==> src/rtl/window_3x3_gen_pkg.sv <==
// Shared definitions for the 3x3 window generator: default geometry,
// FSM state encoding and the window element index helper.
package win_pkg;

  localparam int IMG_W_DEF = 128;
  localparam int IMG_H_DEF = 128;
  localparam int DW_DEF    = 9;

  // Number of elements in a 3x3 window.
  localparam int WIN_N = 9;

  // S_FILL while rows 0 and 1 are still arriving, S_RUN once a full
  // three-row band exists.
  typedef enum logic {
    S_FILL = 1'b0,
    S_RUN  = 1'b1
  } state_t;

  // Flat element index of window position (i, j): i = row (0 oldest),
  // j = column (0 oldest).
  function automatic int win_idx(input int i, input int j);
    return 3 * i + j;
  endfunction

endpackage

==> src/rtl/window_3x3_gen_if.sv <==
// Pixel-in / window-out bundle of the 3x3 window generator.
// With WIN_COORD_EN defined the bundle also carries the window centre
// coordinate (win_row_o, win_col_o) and takes IMG_W/IMG_H to size it.
interface window_3x3_gen_if
  import win_pkg::*;
#(
  parameter int DW = DW_DEF
`ifdef WIN_COORD_EN
  ,
  parameter int IMG_W = IMG_W_DEF,
  parameter int IMG_H = IMG_H_DEF
`endif
) ();

  logic                   de_i;
  logic signed [DW-1:0]   data_i;
  logic                   de_o;
  logic [WIN_N*DW-1:0]    win_o;
  logic                   frame_done_o;
`ifdef WIN_COORD_EN
  logic [$clog2(IMG_H)-1:0] win_row_o;
  logic [$clog2(IMG_W)-1:0] win_col_o;
`endif

  // Pixel source / window sink side.
  modport master (
    output de_i, data_i,
    input  de_o, win_o, frame_done_o
`ifdef WIN_COORD_EN
    ,
    input  win_row_o, win_col_o
`endif
  );

  // Window generator side.
  modport slave (
    input  de_i, data_i,
    output de_o, win_o, frame_done_o
`ifdef WIN_COORD_EN
    ,
    output win_row_o, win_col_o
`endif
  );

endinterface

==> src/rtl/window_3x3_gen_line_buf.sv <==
// Line buffer: delays the pixel stream by exactly DEPTH accepted pixels.
// Advances only when en is high, so input gaps do not disturb alignment.
module line_buf #(
  parameter int DEPTH = 128,
  parameter int DW    = 9
) (
  input  logic          clk,
  input  logic          en,
  input  logic [DW-1:0] din,
  output logic [DW-1:0] dout
);

  logic [DW-1:0] mem_q [DEPTH];

  // Shift one position per accepted pixel.
  // NOTE: the storage has no reset; its contents are never observed until
  // DEPTH fresh pixels have pushed any stale data out, and a reset on a
  // memory prevents RAM/SRL mapping.
  // NOTE: sequential state is assigned with <= so every stage reads the
  // pre-edge value of its neighbour; = here would collapse the chain.
  always_ff @(posedge clk) begin
    if (en) begin
      mem_q[0] <= din;
      for (int k = 1; k < DEPTH; k++) begin
        mem_q[k] <= mem_q[k-1];
      end
    end
  end

  assign dout = mem_q[DEPTH-1];

endmodule

==> src/rtl/window_3x3_gen.sv <==
// 3x3 sliding-window generator for a raster pixel stream (valid
// convolution, no padding). Two line buffers supply the two previous rows;
// a 3x2 column history plus the incoming column forms the window, which is
// registered and presented one cycle after the accepted pixel.
// Optional feature: define WIN_COORD_EN to add win_row_o/win_col_o, the
// window centre coordinate registered alongside de_o.
module window_3x3_gen
  import win_pkg::*;
#(
  parameter int IMG_W = IMG_W_DEF,
  parameter int IMG_H = IMG_H_DEF,
  parameter int DW    = DW_DEF
) (
  input  logic             clk,
  input  logic             rst_n,
  window_3x3_gen_if.slave  bus
);

  localparam int CW = $clog2(IMG_W);
  localparam int RW = $clog2(IMG_H);

  logic [CW-1:0] col_q, col_d;
  logic [RW-1:0] row_q, row_d;
  state_t        state_q;

  logic                accept;
  logic                col_last;
  logic                row_last;
  logic                emit;
  logic [DW-1:0]       lb1_dout;
  logic [DW-1:0]       lb2_dout;
  logic [DW-1:0]       new_col [3];
  logic [DW-1:0]       hist_q  [3][2];
  logic [WIN_N*DW-1:0] win_d;
  logic [WIN_N*DW-1:0] win_q;
  logic                de_q;
  logic                fd_q;

  assign accept   = bus.de_i;
  assign col_last = (col_q == CW'(IMG_W - 1));
  assign row_last = (row_q == RW'(IMG_H - 1));
  // Columns 0 and 1 would straddle the previous line, so they never emit.
  assign emit     = accept && (state_q == S_RUN) && (col_q >= CW'(2));

  // Raster position of the pixel presented on data_i.
  // NOTE: every always_comb output gets a default first so no path leaves
  // it unassigned, which would otherwise infer a latch.
  always_comb begin
    col_d = col_q;
    row_d = row_q;
    if (accept) begin
      if (col_last) begin
        col_d = '0;
        row_d = row_last ? '0 : row_q + RW'(1);
      end else begin
        col_d = col_q + CW'(1);
      end
    end
  end

  // Position counters; reset abandons any partial frame.
  always_ff @(posedge clk or negedge rst_n) begin
    if (!rst_n) begin
      col_q <= '0;
      row_q <= '0;
    end else begin
      col_q <= col_d;
      row_q <= row_d;
    end
  end

  line_buf #(.DEPTH(IMG_W), .DW(DW)) u_lb1 (
    .clk  (clk),
    .en   (accept),
    .din  (bus.data_i),
    .dout (lb1_dout)
  );

  line_buf #(.DEPTH(IMG_W), .DW(DW)) u_lb2 (
    .clk  (clk),
    .en   (accept),
    .din  (lb1_dout),
    .dout (lb2_dout)
  );

  // Incoming column, oldest row first.
  always_comb begin
    new_col[0] = lb2_dout;
    new_col[1] = lb1_dout;
    new_col[2] = bus.data_i;
  end

  // Column history: the two columns preceding the incoming one.
  always_ff @(posedge clk or negedge rst_n) begin
    if (!rst_n) begin
      for (int i = 0; i < 3; i++) begin
        hist_q[i][0] <= '0;
        hist_q[i][1] <= '0;
      end
    end else if (accept) begin
      for (int i = 0; i < 3; i++) begin
        hist_q[i][0] <= hist_q[i][1];
        hist_q[i][1] <= new_col[i];
      end
    end
  end

  // Assemble the window the accepted pixel completes.
  always_comb begin
    win_d = '0;
    for (int i = 0; i < 3; i++) begin
      win_d[win_idx(i, 0)*DW +: DW] = hist_q[i][0];
      win_d[win_idx(i, 1)*DW +: DW] = hist_q[i][1];
      win_d[win_idx(i, 2)*DW +: DW] = new_col[i];
    end
  end

  // Fill/run FSM with registered window outputs; win_q holds between windows.
  always_ff @(posedge clk or negedge rst_n) begin
    if (!rst_n) begin
      state_q <= S_FILL;
      de_q    <= 1'b0;
      fd_q    <= 1'b0;
      win_q   <= '0;
    end else begin
      de_q <= emit;
      fd_q <= emit && col_last && row_last;
      if (emit) begin
        win_q <= win_d;
      end
      if (accept && col_last) begin
        case (state_q)
          S_FILL: if (row_q == RW'(1)) state_q <= S_RUN;
          S_RUN:  if (row_last)        state_q <= S_FILL;
        endcase
      end
    end
  end

  assign bus.de_o         = de_q;
  assign bus.win_o        = win_q;
  assign bus.frame_done_o = fd_q;

`ifdef WIN_COORD_EN
  logic [RW-1:0] win_row_q;
  logic [CW-1:0] win_col_q;

  // Window centre is one row and one column behind the accepted pixel.
  always_ff @(posedge clk or negedge rst_n) begin
    if (!rst_n) begin
      win_row_q <= '0;
      win_col_q <= '0;
    end else if (emit) begin
      win_row_q <= row_q - RW'(1);
      win_col_q <= col_q - CW'(1);
    end
  end

  assign bus.win_row_o = win_row_q;
  assign bus.win_col_o = win_col_q;
`else
  // Coordinate outputs are not built in this configuration.
`endif

endmodule

==> src/flat_wrapper.sv <==
// flat-port wrapper written by rule: the top's interface ports become plain ports
module window_3x3_gen_flat import win_pkg::*;
#(
  parameter int IMG_W = IMG_W_DEF,
  parameter int IMG_H = IMG_H_DEF,
  parameter int DW    = DW_DEF
)
  (clk, rst_n, bus_de_i, bus_data_i, bus_de_o, bus_win_o, bus_frame_done_o);
  window_3x3_gen_if #(.DW(DW)) bus_i ();
  input  logic clk;
  input  logic rst_n;
  input wire logic [$bits(bus_i.de_i)-1:0] bus_de_i;
  input wire logic [$bits(bus_i.data_i)-1:0] bus_data_i;
  output wire logic [$bits(bus_i.de_o)-1:0] bus_de_o;
  output wire logic [$bits(bus_i.win_o)-1:0] bus_win_o;
  output wire logic [$bits(bus_i.frame_done_o)-1:0] bus_frame_done_o;
  assign bus_i.de_i = bus_de_i;
  assign bus_i.data_i = bus_data_i;
  assign bus_de_o = bus_i.de_o;
  assign bus_win_o = bus_i.win_o;
  assign bus_frame_done_o = bus_i.frame_done_o;
  window_3x3_gen #(.IMG_W(IMG_W), .IMG_H(IMG_H), .DW(DW)) u_core (.clk(clk), .rst_n(rst_n), .bus(bus_i));
endmodule
==> config.mk <==
export PLATFORM = sky130hd
export DESIGN_NAME = window_3x3_gen_flat
export DESIGN_NICKNAME = d
export VERILOG_FILES = /design/src/rtl/window_3x3_gen_pkg.sv /design/src/rtl/window_3x3_gen_if.sv /design/src/rtl/window_3x3_gen_line_buf.sv /design/src/rtl/window_3x3_gen.sv /design/src/flat_wrapper.sv
export SDC_FILE = /design/constraint.sdc
export NUM_CORES = 1
export LEC_CHECK = 0
export BUFFER_PORTS_ARGS = -buffer_cell sky130_fd_sc_hd__buf_2
export CORE_ASPECT_RATIO = 0.5
export CORE_MARGIN = 3
export CORE_UTILIZATION = 25
export CTS_BUF_LIST = sky130_fd_sc_hd__clkbuf_8
export DETAILED_ROUTE_END_ITERATION = 7
export SLEW_MARGIN = 25
export SYNTH_ARGS = -nofsm -noshare
export SYNTH_HDL_FRONTEND = slang
export SYNTH_SLANG_ARGS = --single-unit
==> constraint.sdc <==
create_clock -name clk -period 4 [get_ports clk]
set_input_delay 1.2 -clock clk [delete_from_list [all_inputs] [get_ports clk]]
set_output_delay 1.2 -clock clk [all_outputs]
set_load 0.02 [all_outputs]
==> results.yml, run 1 <==
status:
  status: "finished, final reports clean"
sta:
  layout_min_cycle_time_ns: 2.65
  drv_slew: 0
  slew_headroom_pct: 41.4
  period_share_pct: 66.2
  finalSetupViolCount: 0
  worstMarginPinSlew_ns: 0.880
  hold_viol_final: 0
  max_freq_ghz: 0.378
  rsz0062_at_grt: "no"
  setup_tns_ns: 0
  fin_worst_skew_ns: 0.0325
finish:
  nets: 3146
  drive_gt1_share_pct: 19.5
  design_area_sq_um: 87000
  finalNonFillerCells: 7387
  postLayoutCoreUtil_pct: 29.3
  area_growth_pct: 15.6
yosys:
  ys.warnings.count: 0
  synth_cell_types: 27
  ys_seq_area_share_pct: 97.0
  synth_area_per_cell_sq_um: 28.2
  synth_cells: 2673
  syn_nets: 2689
  synth_seq_cells: 2456
  synthesis.area_sq_um: 75300
critical_path:
  required_ns: 2.80
  cp-start-kind: "register"
  path_class: "register to primary output"
  arrival_ns: 1.45
  worst-path-buf-inv: 1
  end_kind: "primary output"
  cp_cell_sequence: "buf_2"
  crit_slowest_cell: "dfrtp_1"
  crit_family: "flip-flops"
  worstPathMaxFanout: 2
  max_stage_delay_ns: 0.42
floorplanning:
  start_util_pct: 25.3
  die-area_sq_um: 308000
  ios: 95
  die_w_um: 782
  coreArea_sq_um: 297000
  fp.dieH_um: 394
  num_rows: 141
global_route:
  grt_pass1_wl_um: 148000
  grtUsageMet3_pct: 1.49
  grtUsageMet2_pct: 7.49
  grt_pass1_vias: 26200
  grtUsageMet1_pct: 8.82
  antenna_found_initial: 1
  gr-total-overflow: 0
  grt.total_usage_pct: 5.69
  grt_busiest_layer: "met1"
  grt_max_degree: 177
drt:
  antenna_left: 0
  drt_iter0_drc: 2082
  vias_per_cell: 3.49
  first_pass_iters: 4
  wl_per_cell_um: 12.4
  drc: 0
  num_vias: 25800
  finalWirelength_um: 91600
flow_run:
  max_cap_viol_count: 0
clock_tree:
  cts-root-buf: "clkbuf_8"
  htree_levels: 5
  postCtsSetupBuffers: 0
  clockBufferDepth: 4
  worstSkewPairLatency_ns: 0.84
  cts_resized: 0
  cts_tree: "built"
  hold_buffers: 0
  clkSlewWorstSetupHoldPaths_ns: 0.07
  cts_buffers: 328
  cts.sinks: 2456
worst_hold_path:
  hp-class: "input pin to asynchronous set/reset pin"
place:
  place_area_sq_um: 81300
  dpl.cell_count: 6804
  placement.io_buffers: 94
  gp_congestion: 0.702
  hpwl_um: 39200
power:
  leakagePower_nw: 29.6
  p_per_area_nw_per_um2: 545
  irDropWorstVdd_mv: 0.240
[Yosys cell counts]
library cell	number	area share, %
edfxtp_1	2304	92
dfrtp_1	152	5.1
mux2_4	70	1.4
mux2_2	65	0.97
nand2_1	13	0.065
buf_6	8	0.12
inv_1	6	0.030
o21ai_0	6	0.040
clkbuf_1	5	0.025
nand3_1	5	0.033
xnor2_1	5	0.058
a21oi_1	4	0.027
buf_2	4	0.027
ha_1	4	0.066
nor3_1	4	0.027
or3_1	3	0.025
and3_1	2	0.017
nand4_1	2	0.017
nor2_1	2	0.010
xor2_1	2	0.023
a31oi_1	1	0.0083
and2_1	1	0.0083
and4_1	1	0.012
mux2i_1	1	0.013
nand3b_1	1	0.010
nor4_1	1	0.0083
nor4b_1	1	0.012
[path summary, 6_finish.rpt]
path / startpoint / endpoint / slack [ns] / cells past startpoint
max reg2reg: u_core.col_q[1] / u_core.bus.win_o[14] / 2.06 / 5
max in group asynchronous: rst_n / u_core.bus.win_o[69] / 2.86 / 2
max: u_core.bus.win_o[58] / bus_win_o[58] / 1.35 / 1
min: rst_n / u_core.bus.win_o[7] / 0.38 / 1
min in group clk: u_core.u_lb1.mem_q[0][501] / u_core.u_lb1.mem_q[0][510] / 0.39 / 0
min reg2reg: u_core.u_lb1.mem_q[0][501] / u_core.u_lb1.mem_q[0][510] / 0.39 / 0
[sequential cells by signal, indices dropped and copies added, names as in the netlist]
signal                   flops
u_core.bus.frame_done_o      1
u_core.u_lb2.mem_q        1152
u_core.bus.win_o            81
u_core.col_q                 7
u_core.u_lb1.mem_q        1152
u_core.row_q                 7
u_core.bus.de_o              1
u_core.state_q               1
u_core.hist_q               54
[report_power, final]
group          switching (mW)  internal (mW)  total (mW)
clock network            8.62           7.89        16.5
logic                   0.519          0.152       0.672
registers               0.475           29.7        30.2
[cell type report]
| class | instances | area, sq um |
|---|---|---|
| Sequential cell | 2456 | 73000 |
| Antenna cell | 1 | 2.50 |
| Clock buffer | 331 | 4560 |
| Fill cell | 28500 | 210000 |
| Clock inverter | 251 | 1150 |
| Multi-Input combinational cell | 194 | 2150 |
| Inverter | 6 | 22.5 |
| Timing Repair Buffer | 144 | 1140 |
| Tap cell | 4004 | 5010 |
[layout by cell type, fill, tap and decap left out, drive strengths merged, types with 2 or more instances in the layout]
cell      netlist  routed
a21oi           4       4
and3            2       2
buf            12     144
bufinv          0       2
clkbuf          5     331
clkinv          0     114
clkinvlp        0       7
dfrtp         152     152
edfxtp       2304    2304
ha              4       4
inv             6     134
mux2          135     135
nand2          13      13
nand3           5       5
nand4           2       2
nor2            2       2
nor3            4       4
o21ai           6       6
or3             3       3
xnor2           5       5
xor2            2       2
[per-stage QoR]
step / setup slack (ns) / hold slack [ns] / total power, mW
final: 1.35 / 0.375 / 47.4
after global routing: 1.23 / 0.356 / 49.7
after CTS: 1.23 / 0.316 / 48.3
after detailed placement: 1.01 / 0.405 / 31.4
after global placement: 1.05 / 0.400 / 31.4
after floorplan: 1.69 / 0.400 / 30.6
[metal layers]
metal | vias up | routed length (um)
li1 | 11700 | -
met1 | 13400 | 48000
met2 | 423 | 37500
met3 | 225 | 3810
met4 | 0 | 2270
met5 | - | 0
[cells by family after synthesis]
| kind of cell | count (synthesis) | synth area share (%) |
|---|---|---|
| flops | 2456 | 97.0 |
| mux | 136 | 2.38 |
| simple gates | 36 | 0.243 |
| buf+inv | 23 | 0.201 |
| compound gates | 11 | 0.0748 |
| xor+xnor | 7 | 0.0814 |
| fa+ha+maj | 4 | 0.0665 |
(Power assumes the default switching activity.)
==> run 2, diff against run 1 <==
==> constraint.sdc (replaced) <==
create_clock -name clk -period 2.2 [get_ports clk]
set_input_delay 0.66 -clock clk [delete_from_list [all_inputs] [get_ports clk]]
set_output_delay 0.66 -clock clk [all_outputs]
set_load 0.02 [all_outputs]
==> results.yml, run 2 (synthesis gave the netlist of run 1 again) <==
finish:
  multi_input_area_sq_um: 2150
  postLayoutCoreUtil_pct: 29.6
  layout_common_cells: "edfxtp_1, clkbuf_8, dfrtp_1"
  area_growth_pct: 16.9
  nets: 3220
  seq_area_sq_um: 73000
  mostFrequentLayoutCell: "edfxtp_1"
  fillers: 28400
  drive_gt1_share_pct: 21.1
  finalNonFillerCells: 7442
sta:
  finalSetupViolCount: 0
  hold_slack_ns: 0.356
  layout_min_cycle_time_ns: 2.07
  drv_slew: 0
  max_freq_ghz: 0.482
  slew_headroom_pct: 61.8
  rsz0062_at_grt: "yes"
  period_share_pct: 94.3
  hold_viol_final: 0
  setup_tns_ns: 0
  worstMarginPinSlew_ns: 0.574
  fin_worst_skew_ns: 0.0655
critical_path:
  worst-path-buf-inv: 1
  worstPathMaxFanout: 2
  cp-start-kind: "register"
  max_stage_delay_ns: 0.39
  crit_slowest_cell: "dfrtp_1"
  r2r_start: "u_core.col_q[0]"
  crit_cells: 1
  crit_start: "u_core.bus.win_o[80]"
  cp_cell_sequence: "buf_2"
  required_ns: 1.54
  r2r_cells: 6
  rrSetupSlack_ns: 0.20
  arrival_ns: 1.41
  crit_family: "flip-flops"
  endpoint: "bus_win_o[80]"
  end_kind: "primary output"
  path_class: "register to primary output"
  r2r_end: "u_core.bus.win_o[14]"
clock_tree:
  cts_buffers: 323
  cts.sinks: 2456
  clockBufferDepth: 4
  worstSkewPairLatency_ns: 0.85
  cts-root-buf: "clkbuf_8"
  htree_levels: 5
  cts_tree: "built"
  clkSlewWorstSetupHoldPaths_ns: 0.07
drt:
  antenna_left: 0
  drc: 0
  drt_iter0_drc: 2111
  vias_per_cell: 3.50
  finalWirelength_um: 93300
  wl_per_cell_um: 12.5
  num_vias: 26100
  first_pass_iters: 5
global_route:
  antenna_found_initial: 2
  grt_pass1_wl_um: 149000
  grt.total_usage_pct: 5.79
  gr-total-overflow: 0
  grt_pass1_vias: 26600
  grt_max_degree: 120
floorplanning:
  ios: 95
  fp.dieH_um: 394
  num_rows: 141
  die-area_sq_um: 308000
  coreArea_sq_um: 297000
  die_w_um: 782
  start_util_pct: 25.3
place:
  placement.io_buffers: 94
  dpl.cell_count: 6860
  hpwl_um: 43100
  gp_congestion: 0.707
flow_run:
  max_cap_viol_count: 0
power:
  p_per_area_nw_per_um2: 983
  finalPower_mw: 86.5
  leakagePower_nw: 30.0
  irDropWorstVdd_mv: 0.457
status:
  status: "finished, final reports clean"
worst_hold_path:
  hp-class: "input pin to asynchronous set/reset pin"
-- run 2: changes by cell type in the layout (fill, tap and decap cells not counted), moves of 4 or more --
cell	previous run	this run
buf_2	92	77
buf_12	23	46
buf_4	28	79
inv_1	122	112
clkinv_2	26	22
bufinv_16	2	6
buf_6	1	10
dlygate4sd3_1	0	11
inv_6	8	2
clkinv_1	86	74
-- run 2: routing by layer --
metal | track usage, % | vias to the layer above | wire [um]
met2 | 7.76 | 443 | 38400
met5 | 0 | - | 0
met3 | 1.49 | 226 | 3900
met4 | 2.24 | 0 | 2600
li1 | - | 11900 | -
met1 | 8.85 | 13500 | 48400
-- run 2: where the power goes --
part           switching (mW)  internal (mW)
Clock                    15.4           14.7
Sequential              0.881           54.0
Combinational           0.979          0.422
Total                    17.3           69.2
-- run 2: how the worst min path moves through the flow --
stage	endpoint	slack, ns	cells after the start
2_1_floorplan	u_core.bus.de_o	0.36	0
3_3_place_gp	u_core.u_lb2.mem_q[0][426]	0.40	0
3_5_place_dp	u_core.u_lb1.mem_q[0][109]	0.40	0
4_1_cts	u_core.hist_q[49]	0.26	2
5_1_grt	u_core.bus.win_o[50]	0.33	2
6_report	u_core.bus.win_o[7]	0.36	2
-- run 2: area by class of cell --
type / count / share of cell area, %
tap: 4004 / 5.69
clock buffer: 332 / 5.19
sequential: 2456 / 83.0
multi-input combinational: 194 / 2.45
timing repair buffer: 223 / 2.41
antenna: 4 / 0.0114
inverter: 6 / 0.0256
clock inverter: 223 / 1.25
-- run 2: per-stage QoR --
step	area [sq um]	worst slack (ns)
floorplan	75300	0.428
global placement	82000	0.139
detailed placement	82000	0.138
CTS	87900	0.00281
global route	88000	-0.0129
finish	88000	0.125
-- run 2: repair_timing --
action / in CTS / in global routing
gates resized for setup: 18 / 6
hold buffers: 11 / 0
hold endpoints to repair: 76 / 0
buffers inserted: 10 / 2
endpoints found under the setup margin: 13 / 7
==> run 3, diff against run 2 <==
--- a/config.mk
+++ b/config.mk
@@ -14,4 +14,5 @@
 export SLEW_MARGIN = 25
 export SYNTH_ARGS = -nofsm -noshare
 export SYNTH_HDL_FRONTEND = slang
+export SYNTH_HIERARCHICAL = 1
 export SYNTH_SLANG_ARGS = --single-unit
==> results.yml, run 3 <==
yosys:
  synth_top_area_share_pct: 92.3
  synth_cells: 2791
  synth_area_leader_cell: "edfxtp_1"
  synth_cell_types: 32
  synth_async_sr_flop_share_pct: 6.19
  ys.flop_type: "edfxtp_1"
  synth_common_cells: "edfxtp_1, dfrtp_1, nand2_1"
  synth-edff-count: 2304
  synth_area_per_cell_sq_um: 26.9
  synthesis.area_sq_um: 75000
  ys.warnings.count: 6
  synth_seq_cells: 2456
  syn_nets: 2807
  ys_seq_area_share_pct: 97.3
  synthTopCellsByArea: "edfxtp_1, dfrtp_1, o2bb2ai_1, mux2_2, o21ai_0"
  synth.most_common_cell: "edfxtp_1"
global_route:
  gr-total-overflow: 0
  grt_pass1_vias: 28100
  grt.total_usage_pct: 6.34
  antenna_found_initial: 3
  grt_max_degree: 82
  grt_pass1_wl_um: 159000
place:
  place_area_sq_um: 81800
  placement.io_buffers: 94
  hpwl_um: 46700
  dpl.cell_count: 6976
  gp_congestion: 0.726
clock_tree:
  clkSlewWorstSetupHoldPaths_ns: 0.06
  clockBufferDepth: 4
  cts-root-buf: "clkbuf_8"
  worstSkewPairLatency_ns: 0.98
  cts_buffers: 376
  htree_levels: 5
  cts.sinks: 2456
  cts_tree: "built"
floorplanning:
  start_util_pct: 25.3
  fp.dieH_um: 393
  ios: 95
  coreArea_sq_um: 297000
  num_rows: 141
  die_w_um: 781
  die-area_sq_um: 307000
drt:
  drc: 0
  drt_iter0_drc: 2552
  wl_per_cell_um: 12.9
  num_vias: 27100
  first_pass_iters: 5
  finalWirelength_um: 98900
  antenna_left: 0
  vias_per_cell: 3.53
sta:
  drv_slew: 0
  fin_worst_skew_ns: 0.0630
  finalSetupViolCount: 16
  period_share_pct: 104
  max_freq_ghz: 0.436
  hold_slack_ns: 0.171
  layout_min_cycle_time_ns: 2.30
  rsz0062_at_grt: "yes"
  hold_viol_final: 0
  slew_headroom_pct: 69.8
  final.setup.worst_slack_ns: -0.0960
  worstMarginPinSlew_ns: 0.453
finish:
  design_area_sq_um: 89300
  mostFrequentLayoutCell: "edfxtp_1"
  nets: 3423
  finalNonFillerCells: 7684
  area_growth_pct: 19.1
  seq_area_sq_um: 73000
  layout_common_cells: "edfxtp_1, clkbuf_8, inv_1"
  fillers: 28100
  drive_gt1_share_pct: 19.3
  multi_input_area_sq_um: 1640
critical_path:
  cp-start-kind: "register"
  rrSetupSlack_ns: 0.32
  crit_cells: 1
  arrival_ns: 1.64
  r2r_start: "u_core/col_q[0]"
  endpoint: "bus_win_o[65]"
  r2r_cells: 7
  cp_cell_sequence: "buf_6"
  end_kind: "primary output"
  required_ns: 1.54
  crit_start: "u_core/bus.win_o[65]"
  worst-path-buf-inv: 1
  crit_family: "flip-flops"
  max_stage_delay_ns: 0.49
  worstPathMaxFanout: 2
  r2r_end: "u_core/bus.win_o[7]"
  crit_slowest_cell: "dfrtp_2"
  path_class: "register to primary output"
power:
  irDropWorstVdd_mv: 0.562
  leakagePower_nw: 30.8
  p_per_area_nw_per_um2: 1000
status:
  violations: "negative setup slack"
  status: "complete, but fails checks"
worst_hold_path:
  hp-class: "input pin to asynchronous set/reset pin"
flow_run:
  max_cap_viol_count: 0
==> run 3: cell count changes after synthesis, moves of 2 or more <==
cell | before | now
mux2_4 | 70 | 0
inv_1 | 6 | 60
o21ai_0 | 6 | 60
o2bb2ai_1 | 0 | 54
nand2_1 | 13 | 65
mux2_2 | 65 | 27
buf_4 | 0 | 8
buf_6 | 8 | 0
clkbuf_1 | 5 | 10
nor2_1 | 2 | 6
buf_2 | 4 | 7
a21oi_1 | 4 | 2
nand4_1 | 2 | 0
==> run 3: kinds of logic (layout without fill, tap and decap cells) <==
| kind of cell | after synthesis | after routing | synth area share [%] |
|---|---|---|---|
| compound gates | 121 | 121 | 1.09 |
| xor+xnor | 7 | 7 | 0.0818 |
| fa+ha+maj | 4 | 4 | 0.0667 |
| buf+inv | 86 | 970 | 0.482 |
| flops | 2456 | 2456 | 97.3 |
| mux | 28 | 28 | 0.419 |
| other cells | 0 | 5 | 0 |
| simple gates | 89 | 89 | 0.521 |
==> run 3: timing repair <==
item / 4_1_cts / 5_1_grt
setup endpoints to repair: 83 / 83
resized for setup: 167 / 0
hold buffers: 11 / 0
setup buffers: 34 / 12
endpoints found under the hold margin: 182 / 0
==> run 3: how the worst min path moves through the flow <==
stage / slack, ns / from / endpoint / depth (start not counted)
6_report: 0.17 / rst_n / u_core/bus.win_o[62] / 2
5_1_grt: 0.12 / rst_n / u_core/bus.win_o[71] / 2
4_1_cts: 0.07 / rst_n / u_core/bus.win_o[68] / 2
3_5_place_dp: 0.40 / u_core/u_lb1/mem_q[102][6] / u_core/u_lb1/mem_q[103][6] / 0
3_3_place_gp: 0.40 / u_core/u_lb2/mem_q[68][3] / u_core/u_lb2/mem_q[69][3] / 0
2_1_floorplan: 0.36 / rst_n / u_core/bus.de_o / 0
==> run 3: area by class of cell <==
class                   instances  area share, %
well taps                    4004           5.61
clock buffers                 385           5.93
multi-input cells             249           1.83
diodes                          5         0.0140
flip-flops and latches       2456           81.7
inverters                      60          0.252
clock inverters               261           1.38
repair buffers                264           3.28
==> run 3: per-stage QoR <==
stage	setup slack [ns]	utilization, %	total power, mW	TNS, ns
6_report	-0.0960	30.1	89.3	-0.353
5_1_grt	-0.240	30.1	93.5	-9.54
4_1_cts	-0.280	30.1	91.0	-9.77
3_5_place_dp	0.229	27.6	57.3	0
3_3_place_gp	0.185	27.6	57.2	0
2_1_floorplan	0.548	-	55.7	0
==> run 3: power by group <==
part	leakage, nW	internal, mW	switching [mW]
Sequential	24.5	54.0	0.867
Combinational	2.44	0.392	1.05
Clock	3.80	17.0	16.0
Total	30.8	71.4	17.9
==> run 3: per-layer routing <==
layer  global-route usage, %  up-vias  routed length (um)
li1                        -    12400                   -
met1                    8.82    13900               47500
met2                    9.15      498               44200
met3                    1.69      257                4210
met4                    3.15        0                3030
met5                       0        -                   0
